`src/rtl/register_file_2r1w.sv`:
```
// Two-read/one-write register file with r0 hardwired to zero and a sequential clear engine.
// Define RF_BYPASS_EN for write-first forwarding on same-cycle write/read; default is read-first.
module register_file_2r1w #(
  parameter int WIDTH  = 16,
  parameter int DEPTH  = 16,
  parameter int ADDR_W = 4
) (
  input  logic              clk,
  input  logic              rst,
  input  logic              wr_en,
  input  logic [ADDR_W-1:0] wr_addr,
  input  logic [WIDTH-1:0]  wr_data,
  input  logic              rd_en_a,
  input  logic [ADDR_W-1:0] rd_addr_a,
  output logic [WIDTH-1:0]  rd_data_a,
  input  logic              rd_en_b,
  input  logic [ADDR_W-1:0] rd_addr_b,
  output logic [WIDTH-1:0]  rd_data_b,
  input  logic              clr_start,
  output logic              busy
);

  typedef enum logic {
    IDLE  = 1'b0,
    CLEAR = 1'b1
  } state_t;

  state_t            state_q, state_d;
  logic [ADDR_W-1:0] idx_q, idx_d;
  logic [WIDTH-1:0]  regs_q [DEPTH];
  logic [WIDTH-1:0]  regs_d [DEPTH];
  logic [WIDTH-1:0]  rd_data_a_q, rd_data_a_d;
  logic [WIDTH-1:0]  rd_data_b_q, rd_data_b_d;
  logic              busy_w;
  logic              wr_accept;
  logic [DEPTH-1:0]  wr_hit;
  logic [DEPTH-1:0]  clr_hit;

  assign busy_w    = (state_q == CLEAR);
  assign busy      = busy_w;
  assign rd_data_a = rd_data_a_q;
  assign rd_data_b = rd_data_b_q;

  // Writes are only taken while idle; r0 never stores anything.
  assign wr_accept = wr_en && !busy_w && (wr_addr != '0);

  // One-hot write and clear decode per register.
  genvar gi;
  generate
    for (gi = 0; gi < DEPTH; gi++) begin : g_decode
      assign wr_hit[gi]  = wr_accept && (wr_addr == ADDR_W'(gi));
      assign clr_hit[gi] = busy_w && (idx_q == ADDR_W'(gi));
    end
  endgenerate

  // Clear sequencer: walks idx from 1 to DEPTH-1, one register per cycle.
  always_comb begin
    state_d = state_q;
    idx_d   = idx_q;
    case (state_q)
      IDLE: begin
        if (clr_start) begin
          state_d = CLEAR;
          idx_d   = ADDR_W'(1);
        end
      end
      CLEAR: begin
        idx_d = idx_q + 1'b1;
        if (idx_q == ADDR_W'(DEPTH - 1)) begin
          state_d = IDLE;
        end
      end
      default: begin
        state_d = IDLE;
      end
    endcase
  end

  always_comb begin
    for (int i = 0; i < DEPTH; i++) begin
      regs_d[i] = regs_q[i];
      if (i == 0) begin
        regs_d[i] = '0;
      end else if (clr_hit[i]) begin
        regs_d[i] = '0;
      end else if (wr_hit[i]) begin
        regs_d[i] = wr_data;
      end
    end
  end

  // Read ports: a disabled port holds; busy or r0 reads return zero.
  always_comb begin
    rd_data_a_d = rd_data_a_q;
    if (rd_en_a) begin
      if (busy_w || (rd_addr_a == '0)) begin
        rd_data_a_d = '0;
`ifdef RF_BYPASS_EN
      end else if (wr_accept && (rd_addr_a == wr_addr)) begin
        rd_data_a_d = wr_data;
`endif
      end else begin
        rd_data_a_d = regs_q[rd_addr_a];
      end
    end
  end

  always_comb begin
    rd_data_b_d = rd_data_b_q;
    if (rd_en_b) begin
      if (busy_w || (rd_addr_b == '0)) begin
        rd_data_b_d = '0;
`ifdef RF_BYPASS_EN
      end else if (wr_accept && (rd_addr_b == wr_addr)) begin
        rd_data_b_d = wr_data;
`endif
      end else begin
        rd_data_b_d = regs_q[rd_addr_b];
      end
    end
  end

  always_ff @(posedge clk) begin
    if (rst) begin
      state_q     <= IDLE;
      idx_q       <= '0;
      rd_data_a_q <= '0;
      rd_data_b_q <= '0;
      for (int i = 0; i < DEPTH; i++) begin
        regs_q[i] <= '0;
      end
    end else begin
      state_q     <= state_d;
      idx_q       <= idx_d;
      rd_data_a_q <= rd_data_a_d;
      rd_data_b_q <= rd_data_b_d;
      for (int i = 0; i < DEPTH; i++) begin
        regs_q[i] <= regs_d[i];
      end
    end
  end

endmodule
```
`config.mk`:
```
export PLATFORM = sky130hd
export DESIGN_NAME = register_file_2r1w
export DESIGN_NICKNAME = d
export VERILOG_FILES = /design/src/rtl/register_file_2r1w.sv
export SDC_FILE = /design/constraint.sdc
export NUM_CORES = 1
export LEC_CHECK = 0
export ABC_CLOCK_PERIOD_IN_PS = 2900
export BUFFER_PORTS_ARGS = -buffer_cell sky130_fd_sc_hd__buf_2
export CAP_MARGIN = 5
export CELL_PAD_IN_SITES_DETAIL_PLACEMENT = 1
export CELL_PAD_IN_SITES_GLOBAL_PLACEMENT = 2
export CORE_MARGIN = 2
export CORE_UTILIZATION = 47
export CTS_BUF_LIST = sky130_fd_sc_hd__clkbuf_4 sky130_fd_sc_hd__clkbuf_8
export CTS_CLUSTER_SIZE = 14
export DETAILED_ROUTE_END_ITERATION = 16
export GPL_TIMING_DRIVEN = 0
export HOLD_SLACK_MARGIN = 0.1
export PLACE_DENSITY_LB_ADDON = 0.1
export SYNTH_ARGS = -nofsm -noshare
export SYNTH_HDL_FRONTEND = slang
export SYNTH_SLANG_ARGS = --single-unit
export TNS_END_PERCENT = 10
```
`constraint.sdc`:
```
create_clock -name clk -period 2.9 [get_ports clk]
set_input_delay 0 -clock clk [delete_from_list [all_inputs] [get_ports clk]]
set_output_delay 0 -clock clk [all_outputs]
set_load 0.005 [all_outputs]
```
==> results of run 1 <==
[Yosys cell counts, types with 2 or more instances]
cell type	n
clkbuf_1	63
nor2_1	8
dfxtp_1	37
a221o_1	32
buf_6	6
nand2b_1	2
a211oi_1	2
and3_1	9
buf_1	5
and2_1	242
a31oi_1	11
a21oi_1	6
o21ai_0	5
nand3_1	3
or3_1	2
nand4b_2	2
a221oi_1	32
nand2_1	22
edfxtp_1	240
nor2b_1	40
inv_1	2
ha_1	4
buf_4	2
mux4_2	96
mux2_2	65
buf_2	10
nor3_1	35
[stage by stage]
| step | setup TNS, ns | worst slack [ns] | utilization (%) |
|---|---|---|---|
| after global routing | -0.0890 | -0.0174 | 55.5 |
| after detailed placement | -6.69 | -0.255 | 50.9 |
| after global placement | -69.70 | -1.19 | 50.6 |
| after floorplan | 0 | 0.226 | - |
| final | 0 | 0.153 | 55.5 |
| after CTS | -0.00435 | -0.00393 | 55.4 |
[worst reg2reg max path, cell delays in order (launching register included)]
cell and delay [ns]:
dfxtp_1 0.33, clkbuf_1 0.32, clkbuf_1 0.47, a31oi_2 0.35
clkbuf_1 0.39, o21ai_2 0.34, buf_8 0.25
[cells by family (layout without fill, tap and decap cells)]
family | count (synthesis) | in the layout
multiplexers | 161 | 161
flip-flops | 277 | 277
buffers and inverters | 88 | 277
AO/OA/AOI/OAI | 90 | 90
AND/OR/NAND/NOR | 370 | 370
adder cells (fa/ha/maj) | 4 | 4
other | 0 | 1
[area by class of cell]
type	instances	area, um^2
multi-input combinational	625	5980
inverter	2	7.51
clock buffer	82	991
timing repair buffer	99	681
fill	2972	13300
antenna	1	2.50
clock inverter	8	40.0
tap	390	488
sequential	277	7950
buffer	86	388
[path summary, 6_finish.rpt]
check	start	endpoint	slack (ns)
hold reg to reg	rd_data_b[11]$_SDFFE_PP0P_	rd_data_b[11]$_SDFFE_PP0P_	0.48
hold / removal	clr_start	busy$_SDFF_PP0_	0.26
setup reg to reg	busy$_SDFF_PP0_	regs_q[10][6]$_SDFFCE_PP0P_	0.15
setup / recovery	busy$_SDFF_PP0_	regs_q[10][6]$_SDFFCE_PP0P_	0.15
[flip-flops by register name, summed over array words and instances (netlist names)]
register / count
idx_q: 4
regs_q: 240
rd_data_b: 16
rd_data_a: 16
busy: 1
[power groups by stage]
| stage | clock (mW) | combinational, mW | sequential, mW |
|---|---|---|---|
| after global routing | 4.01 | 1.21 | 4.69 |
| after CTS | 3.85 | 1.14 | 4.67 |
| after detailed placement | 0 | 1.11 | 4.75 |
| final | 3.80 | 1.14 | 4.67 |
| after global placement | 0 | 1.08 | 4.73 |
| after floorplan | 0 | 0.681 | 4.70 |
[layer usage]
layer | GRT usage [%] | share of wire, % | up-vias
li1 | - | - | 4146
met1 | 36.6 | 41 | 4923
met2 | 50.6 | 51 | 309
met3 | 4.35 | 4.8 | 99
met4 | 11.5 | 3.9 | 0
met5 | 0 | 0 | -
[repair_timing]
action / CTS / global route
gates resized for setup: 4 / 5
hold buffers: 29 / 0
cloned: 0 / 0
setup endpoints to repair: 50 / 81
endpoints found under the hold margin: 107 / 0
==> out/results.ini, run 1 <==
[critical_path]
cpPeakStageDelay_ns=0.47
path_depth=6
worst-path-buf-inv=4
cpMostUsedCell=clkbuf_1
slowest_stage=clkbuf_1
crit_family=buffers and inverters
worstPathCellList=clkbuf_1 > clkbuf_1 > a31oi_2 > clkbuf_1 > o21ai_2 > buf_8
cp-end-kind=flip-flop
startpoint_type=flip-flop
critPathArrivalTime_ns=3.01
rr_worst_depth=6
critPathMaxFanout=10
path_class=reg -> reg
cp.required_ns=3.16

[yosys]
synth_top_family_by_area=multiplexers
synth_cells=990
synth-xor-area-share_pct=0
synthesis.area_mm2=0.0143
synth_area_per_cell_um2=14.4
synth_simple_gate_area_share_pct=15.6
synth-async-reset-ratio_pct=0
yosysSeqAreaShare_pct=55.7
synth_edf_count=240
syn_nets=1028
ys_top_cells_by_area=edfxtp_1, mux4_2, and2_1
ys_seq_elements=277
synth.largest_area_cell=edfxtp_1
synth_cell_types=34
synthMuxAreaShare_pct=20.3
synth_top_area_share_pct=50.5
synth_compound_area_share_pct=5.30
yosysWarnings=0
synthFlopType=edfxtp_1
yosys.area_share.adder_pct=0.351

[sta]
rsz0062_at_grt=yes
drv_slew=0
setup_violations=0
fin_crit_ns=2.75
fmax_mhz=364
relSlewSlack_pct=34.9
finalClockSkew_ns=0.0433
holdWs_ns=0.265
finalCritPeriodShare_pct=94.7
final_hold_viol_count=0
worst_pin_slew_ns=0.975

[pwr]
pwr-share-seq_pct=48.6
powerDensity_mw_per_mm2=581
p_leak_nw=6.09
clkPwrFrac_pct=39.6
switching_power_mw=2.41
p_comb_share_pct=11.8
intPower_mw=7.20
ir_drop_mv=0.365
switching_share_pct=25.1
finalPower_mw=9.61

[floorplanning]
core_area_mm2=0.0298
die_width_um=178
initial_utilization_pct=47.9
dieArea_mm2=0.0318
boundaryPins=67
std_cell_rows=63
fp.dieH_um=178

[route]
drt_wl_total_um=44700
post_drt_wl_per_cell_um=28.5
drc_errors=0
drt-pass1-iter-count=5
via_per_inst=6.04
vias=9477
ant_nets=0
drt_iter0_markers=812

[clock_network]
cts_max_level=2
cts_setup_buffers=0
cts-root-buf=clkbuf_8
cts_tree=yes
clk_latency_ns=0.59
clkSinkCount=277
cts_buffers=49
clk_pin_slew_ns=0.06
clk_path_buf_depth=3

[global_routing]
antenna_found_initial=0
grt-ovfl-total=0
grt_max_degree=17
grt_pass1_vias=10100
grt_pass1_wl_um=65200
grt_util_all_layers_pct=29.1

[run_status]
status=completed

[placement]
dpl-instance-area_mm2=0.0152
place.gp.congestion=0.843
port_buffers=66
dp_cells=1450
dp_hpwl_um=33000

[layout]
area_growth_syn_to_layout_pct=15.8
layout_common_cells=and2_1, edfxtp_1, mux4_2
stdcell_count=1570
nNetsFinal=1178
finish.instance_area_mm2=0.0165
layout_commonest_cell=and2_1
drive_above_1_share_pct=29.9

[hold_path]
hold_path_depth=3
hold_path_class=in -> reg

[job]
cap_violations=0

Power figures use the tool's default switching activity.
==> run 2: changes to the inputs <==
--- a/config.mk
+++ b/config.mk
@@ -5,6 +5,7 @@
 export SDC_FILE = /design/constraint.sdc
 export NUM_CORES = 1
 export LEC_CHECK = 0
+export ABC_AREA = 0
 export ABC_CLOCK_PERIOD_IN_PS = 2900
 export BUFFER_PORTS_ARGS = -buffer_cell sky130_fd_sc_hd__buf_2
 export CAP_MARGIN = 5
==> constraint.sdc (replaced) <==
create_clock -name clk -period 2.9 [get_ports clk]
set_input_delay 0.58 -clock clk [delete_from_list [all_inputs] [get_ports clk]]
set_output_delay 0.58 -clock clk [all_outputs]
set_load 0.005 [all_outputs]
==> run 2 against run 1 <==
Net effect: combinational power is essentially flat; clock-buffer cell count is the same; setup slack lost 0.020 ns; sequential power is essentially flat; utilization shrank 0.97 points; critical path type unchanged; largest cell class unchanged; highest routed layer unchanged.
==> out/results.ini, run 2 (synthesis gave the netlist of run 1 again) <==
[route]
via_per_inst=6.10  ; +1.0%
drt_wl_total_um=44700  ; about the same
drc_errors=0  ; unchanged
vias=9399  ; -0.82%
drt-pass1-iter-count=5  ; unchanged
drt_iter0_markers=816  ; +0.49%
post_drt_wl_per_cell_um=29.0  ; +1.8%
ant_nets=0  ; unchanged

[clock_network]
clk_path_buf_depth=3  ; unchanged
cts_tree=yes
cts_max_level=2  ; unchanged
cts-root-buf=clkbuf_8
cts_setup_buffers=0  ; unchanged
hold_buffers=0  ; -100%
clk_latency_ns=0.59  ; about the same
clk_pin_slew_ns=0.06  ; about the same
cts_buffers=49  ; unchanged
clkSinkCount=277  ; unchanged

[critical_path]
critPathMaxFanout=10  ; unchanged
reg2reg_from=busy$_SDFF_PP0_
startpoint_type=flip-flop
slowest_stage=clkbuf_1
r2r-end=regs_q[10][6]$_SDFFCE_PP0P_
path_class=reg -> reg
cp-end-kind=flip-flop
cpMostUsedCell=clkbuf_1
cpPeakStageDelay_ns=0.47  ; about the same
cp.required_ns=3.16  ; about the same
critPathArrivalTime_ns=3.03  ; +0.02 ns
reg2reg_slack_ns=0.13  ; -0.02 ns
worstPathCellList=clkbuf_1 > clkbuf_1 > a31oi_2 > clkbuf_1 > o21ai_2 > buf_8
rr_worst_depth=6  ; unchanged

[hold_path]
whs_endpoint=busy$_SDFF_PP0_
hold_start=clr_start
hold_path_class=in -> reg
hold_path_depth=2  ; -1

[sta]
fmax_mhz=361  ; -0.71%
relSlewSlack_pct=34.6  ; -0.24 points
finalCritPeriodShare_pct=95.4  ; +0.68 points
worst_pin_slew_ns=0.978  ; +0.00362 ns
final_hold_viol_count=0  ; unchanged
fin_crit_ns=2.77  ; +0.0196 ns
layout_setup_ws_ns=0.134  ; -0.0196 ns
tns_ns=0  ; unchanged
drv_slew=0  ; unchanged
rsz0062_at_grt=yes
finalClockSkew_ns=0.0379  ; -0.00548 ns
setup_violations=0  ; unchanged

[global_routing]
grt-ovfl-total=0  ; unchanged
grt_pass1_vias=10000  ; -1.3%
antenna_found_initial=0  ; unchanged
grt_util_all_layers_pct=29.0  ; -0.11 points
grt_max_degree=17  ; unchanged
grt_pass1_wl_um=64900  ; -0.47%

[placement]
port_buffers=66  ; unchanged
dp_hpwl_um=33000  ; unchanged
dp_cells=1450  ; unchanged
dp_slack_ns=-0.374  ; -0.118 ns
dpl-instance-area_mm2=0.0152  ; unchanged
place.gp.congestion=0.843  ; unchanged

[pwr]
powerDensity_mw_per_mm2=590  ; +1.5%
ir_drop_mv=0.363  ; -0.52%
finalPower_mw=9.58  ; -0.31%
p_leak_nw=5.97  ; -2.0%

[layout]
finish.instance_area_mm2=0.0162  ; -1.8%
layout_common_cells=and2_1, edfxtp_1, mux4_2
fillerInstances=2981  ; +0.30%
area_growth_syn_to_layout_pct=13.8
stdcell_count=1541  ; -1.8%
regMostFlops=regs_q
drive_above_1_share_pct=30.6  ; +0.75 points
nNetsFinal=1149  ; -2.5%
largest_reg_flops=240  ; unchanged
layout_commonest_cell=and2_1

[floorplanning]
boundaryPins=67  ; unchanged
core_area_mm2=0.0298  ; unchanged
fp.dieH_um=178  ; unchanged
std_cell_rows=63  ; unchanged
initial_utilization_pct=47.9  ; unchanged
dieArea_mm2=0.0318  ; unchanged
die_width_um=178  ; unchanged

[job]
cap_violations=0  ; unchanged

[run_status]
status=completed

==> run 2: report_power, final <==
part           leakage (nW)  switching, mW  total [mW]  internal [mW]
Clock                 0.557           1.66        3.80           2.15
Sequential             2.78          0.113        4.67           4.56
Combinational          2.63          0.634        1.11          0.473
Total                  5.97           2.40        9.58           7.18
==> run 2: worst max-delay path: cells and delay by family, from the launching register on <==
kind	cells	cell delay (ns)
compound gates	2	0.70
buf+inv	4	1.44
flops	1	0.33
==> run 2: area by class of cell <==
class	instances	area, um^2	share of cell area (%)
antenna	1	2.50	0.0154
buffer	86	388	2.39
tap	390	488	3.00
inverter	2	7.51	0.0462
multi-input combinational	625	5980	36.9
timing repair buffer	70	390	2.40
clock inverter	8	40.0	0.247
clock buffer	82	991	6.10
sequential	277	7950	48.9
==> run 2: how the worst max path moves through the flow <==
stage | startpoint | to | slack [ns] | cells after the start
final | busy$_SDFF_PP0_ | regs_q[10][6]$_SDFFCE_PP0P_ | 0.13 | 6
after global routing | busy$_SDFF_PP0_ | regs_q[12][5]$_SDFFCE_PP0P_ | -0.03 | 5
after CTS | idx_q[0]$_SDFFE_PP0P_ | regs_q[15][15]$_SDFFCE_PP0P_ | -0.004 | 6
after detailed placement | rst | regs_q[12][10]$_SDFFCE_PP0P_ | -0.37 | 5
after global placement | busy$_SDFF_PP0_ | regs_q[11][8]$_SDFFCE_PP0P_ | -1.19 | 5
after floorplan | busy$_SDFF_PP0_ | regs_q[15][0]$_SDFFCE_PP0P_ | 0.23 | 5
==> run 2: metal layers <==
layer / part of all wire (%) / track usage (%) / vias to the layer above
li1: - / - / 4088
met2: 51 / 50.2 / 298
met5: 0 / 0 / -
met1: 40 / 36.7 / 4914
met4: 4.0 / 11.5 / 0
met3: 4.9 / 4.35 / 99
==> run 2: repair_timing <==
action	CTS	global route
gates resized for setup	4	5
setup endpoints to repair	50	81
hold endpoints to repair	0	0
pin swaps	0	0
==> run 2: per-stage QoR <==
stage	hold slack, ns	util, %
2_1_floorplan	0.479	-
3_3_place_gp	0.464	50.6
3_5_place_dp	0.474	50.9
4_1_cts	0.280	54.4
5_1_grt	0.298	54.5
6_report	0.306	54.5
==> run 3: changes to the inputs <==
--- a/config.mk
+++ b/config.mk
@@ -6,7 +6,7 @@
 export NUM_CORES = 1
 export LEC_CHECK = 0
 export ABC_AREA = 0
-export ABC_CLOCK_PERIOD_IN_PS = 2900
+export ABC_CLOCK_PERIOD_IN_PS = 2600
 export BUFFER_PORTS_ARGS = -buffer_cell sky130_fd_sc_hd__buf_2
 export CAP_MARGIN = 5
 export CELL_PAD_IN_SITES_DETAIL_PLACEMENT = 1
==> constraint.sdc (replaced) <==
create_clock -name clk -period 2.6 [get_ports clk]
set_input_delay 0.52 -clock clk [delete_from_list [all_inputs] [get_ports clk]]
set_output_delay 0.52 -clock clk [all_outputs]
set_load 0.005 [all_outputs]
==> run 3 against run 2 <==
Net effect: total power rose by 8.4%; largest power group unchanged; die area did not move; register-to-register slack got worse by 0.04 ns; critical endpoint is now regs_q[4][5]$_SDFFCE_PP0P_; sequential share of layout area rose by 0.23 points.
==> out/results.ini, run 3 (synthesis gave the netlist of run 1 again) <==
[clock_network]
cts_tree=yes
clk_latency_ns=0.58  ; about the same
clkSinkCount=277  ; unchanged
cts_buffers=49  ; unchanged
cts_max_level=2  ; unchanged
clk_path_buf_depth=3  ; unchanged
cts-root-buf=clkbuf_8
clk_pin_slew_ns=0.06  ; about the same

[pwr]
clkPwrFrac_pct=37.9  ; -1.8 points
p_comb_share_pct=11.9  ; +0.3 points
pwr-share-seq_pct=50.2  ; +1.5 points
switching_power_mw=2.63  ; +9.5%
intPower_mw=7.76  ; +8.1%
switching_share_pct=25.3  ; +0.24 points
ir_drop_mv=0.320  ; -12%
powerDensity_mw_per_mm2=643  ; +8.9%
p_leak_nw=5.95  ; -0.44%

[floorplanning]
dieArea_mm2=0.0318  ; unchanged
die_width_um=178  ; unchanged
std_cell_rows=63  ; unchanged
fp.dieH_um=178  ; unchanged
core_area_mm2=0.0298  ; unchanged
boundaryPins=67  ; unchanged
initial_utilization_pct=47.9  ; unchanged

[route]
drt_wl_total_um=44600  ; about the same
vias=9428  ; +0.31%
drt-pass1-iter-count=5  ; unchanged
ant_nets=0  ; unchanged
post_drt_wl_per_cell_um=29.0  ; about the same
via_per_inst=6.13  ; +0.44%
drc_errors=0  ; unchanged
drt_iter0_markers=946  ; +16%

[critical_path]
critPathArrivalTime_ns=2.94  ; -0.09 ns
startpoint_type=flip-flop
cpMostUsedCell=clkbuf_1
worstPathCellList=clkbuf_1 > nor4b_2 > nand2_1 > nor2b_1 > clkbuf_1 > and2_1
slowest_stage=nor4b_2
cp-end-kind=flip-flop
cpPeakStageDelay_ns=0.57  ; +0.10 ns
cp.required_ns=3.03  ; -0.13 ns
critPathMaxFanout=10  ; unchanged
path_class=reg -> reg

[sta]
finalCritPeriodShare_pct=96.4  ; +0.99 points
setup_violations=0  ; unchanged
relSlewSlack_pct=34.3  ; -0.37 points
finalClockSkew_ns=0.0291  ; -0.00872 ns
final_hold_viol_count=0  ; unchanged
worst_pin_slew_ns=0.984  ; +0.00551 ns
fin_crit_ns=2.51  ; -0.260 ns
rsz0062_at_grt=yes
drv_slew=0  ; unchanged
fmax_mhz=399  ; +10%

[placement]
place.gp.congestion=0.837  ; -0.64%
port_buffers=66  ; unchanged
dp_hpwl_um=33000  ; -0.17%
dpl-instance-area_mm2=0.0152  ; unchanged

[global_routing]
grt_util_all_layers_pct=29.0  ; about the same
grt_max_degree=17  ; unchanged
antenna_found_initial=1  ; +1
grt_pass1_wl_um=65600  ; +1.0%
grt_pass1_vias=10000  ; -0.030%
grt-ovfl-total=0  ; unchanged

[layout]
fin_util_pct=54.2  ; -0.26 points
largest_reg_flops=240  ; unchanged
layout_commonest_cell=and2_1
drive_above_1_share_pct=30.9  ; +0.29 points
fillerInstances=2928  ; -1.8%
area_growth_syn_to_layout_pct=13.3
regMostFlops=regs_q
finish.instance_area_mm2=0.0162  ; -0.47%
layout_common_cells=and2_1, edfxtp_1, mux4_2
antenna_cells=0  ; -1
nNetsFinal=1149  ; unchanged

[job]
cap_violations=0  ; unchanged

[hold_path]
hold_path_class=in -> reg

[run_status]
status=completed

[run 3: cell types whose count changed in the layout (fill, tap and decap cells not counted), moves of 2 or more]
cell	delta
clkbuf_8	-11
clkbuf_1	-10
clkbuf_2	+10
clkinv_1	+7
clkbuf_4	+6
clkinv_2	-4
clkinvlp_4	+2
[run 3: power by group through the flow]
stage / combinational (mW) / sequential, mW / clock [mW]
floorplan: 0.760 / 5.25 / 0
global placement: 1.20 / 5.28 / 0
detailed placement: 1.24 / 5.30 / 0
CTS: 1.25 / 5.21 / 3.97
global route: 1.31 / 5.23 / 4.16
finish: 1.24 / 5.21 / 3.94
[run 3: repair_timing]
action / 4_1_cts / 5_1_grt
resized for setup: 16 / 10
endpoints found under the setup margin: 156 / 62
buffers inserted: 0 / 0
hold buffers: 0 / 0
gates cloned: 0 / 0
[run 3: final timing paths]
path	startpoint	end	slack (ns)	cells after the start
setup / recovery	busy$_SDFF_PP0_	regs_q[4][5]$_SDFFCE_PP0P_	0.09	6
hold reg to reg	rd_data_b[9]$_SDFFE_PP0P_	rd_data_b[9]$_SDFFE_PP0P_	0.48	1
setup reg to reg	busy$_SDFF_PP0_	regs_q[4][5]$_SDFFCE_PP0P_	0.09	6
hold / removal	clr_start	busy$_SDFF_PP0_	0.22	2
[run 3: through the flow]
stage | total power, mW | TNS [ns] | setup WS, ns | instances | hold slack [ns]
6_report | 10.4 | 0 | 0.0939 | 1539 | 0.222
5_1_grt | 10.7 | -0.487 | -0.0613 | 1539 | 0.217
4_1_cts | 10.4 | 0 | 0.00503 | 1539 | 0.194
3_5_place_dp | 6.54 | -57.11 | -0.635 | 1450 | 0.472
3_3_place_gp | 6.48 | -110.63 | -1.55 | 1446 | 0.463
2_1_floorplan | 6.00 | -1.11 | -0.0695 | 990 | 0.479
[run 3: cell type report]
class	count	area (um^2)	area share [%]
sequential	277	7950	49.2
multi-input combinational	625	5990	37.1
tap	390	488	3.02
clock buffer	77	885	5.47
clock inverter	12	52.6	0.325
timing repair buffer	70	390	2.42
inverter	2	7.51	0.0464
buffer	86	400	2.48
[run 3: worst max-delay path: cells and delay by family (launching register included)]
kind,cells,cell delay (ns)
buffers and inverters,2,0.66
DFF,1,0.31
and+or+nand+nor,4,1.41
[run 3: routing by layer]
layer,track usage (%),vias up,wire length [um]
met5,0,-,0
met4,9.62,0,1470
met3,3.58,98,2140
met2,51.6,319,23100
met1,36.8,4938,17900
li1,-,4073,-
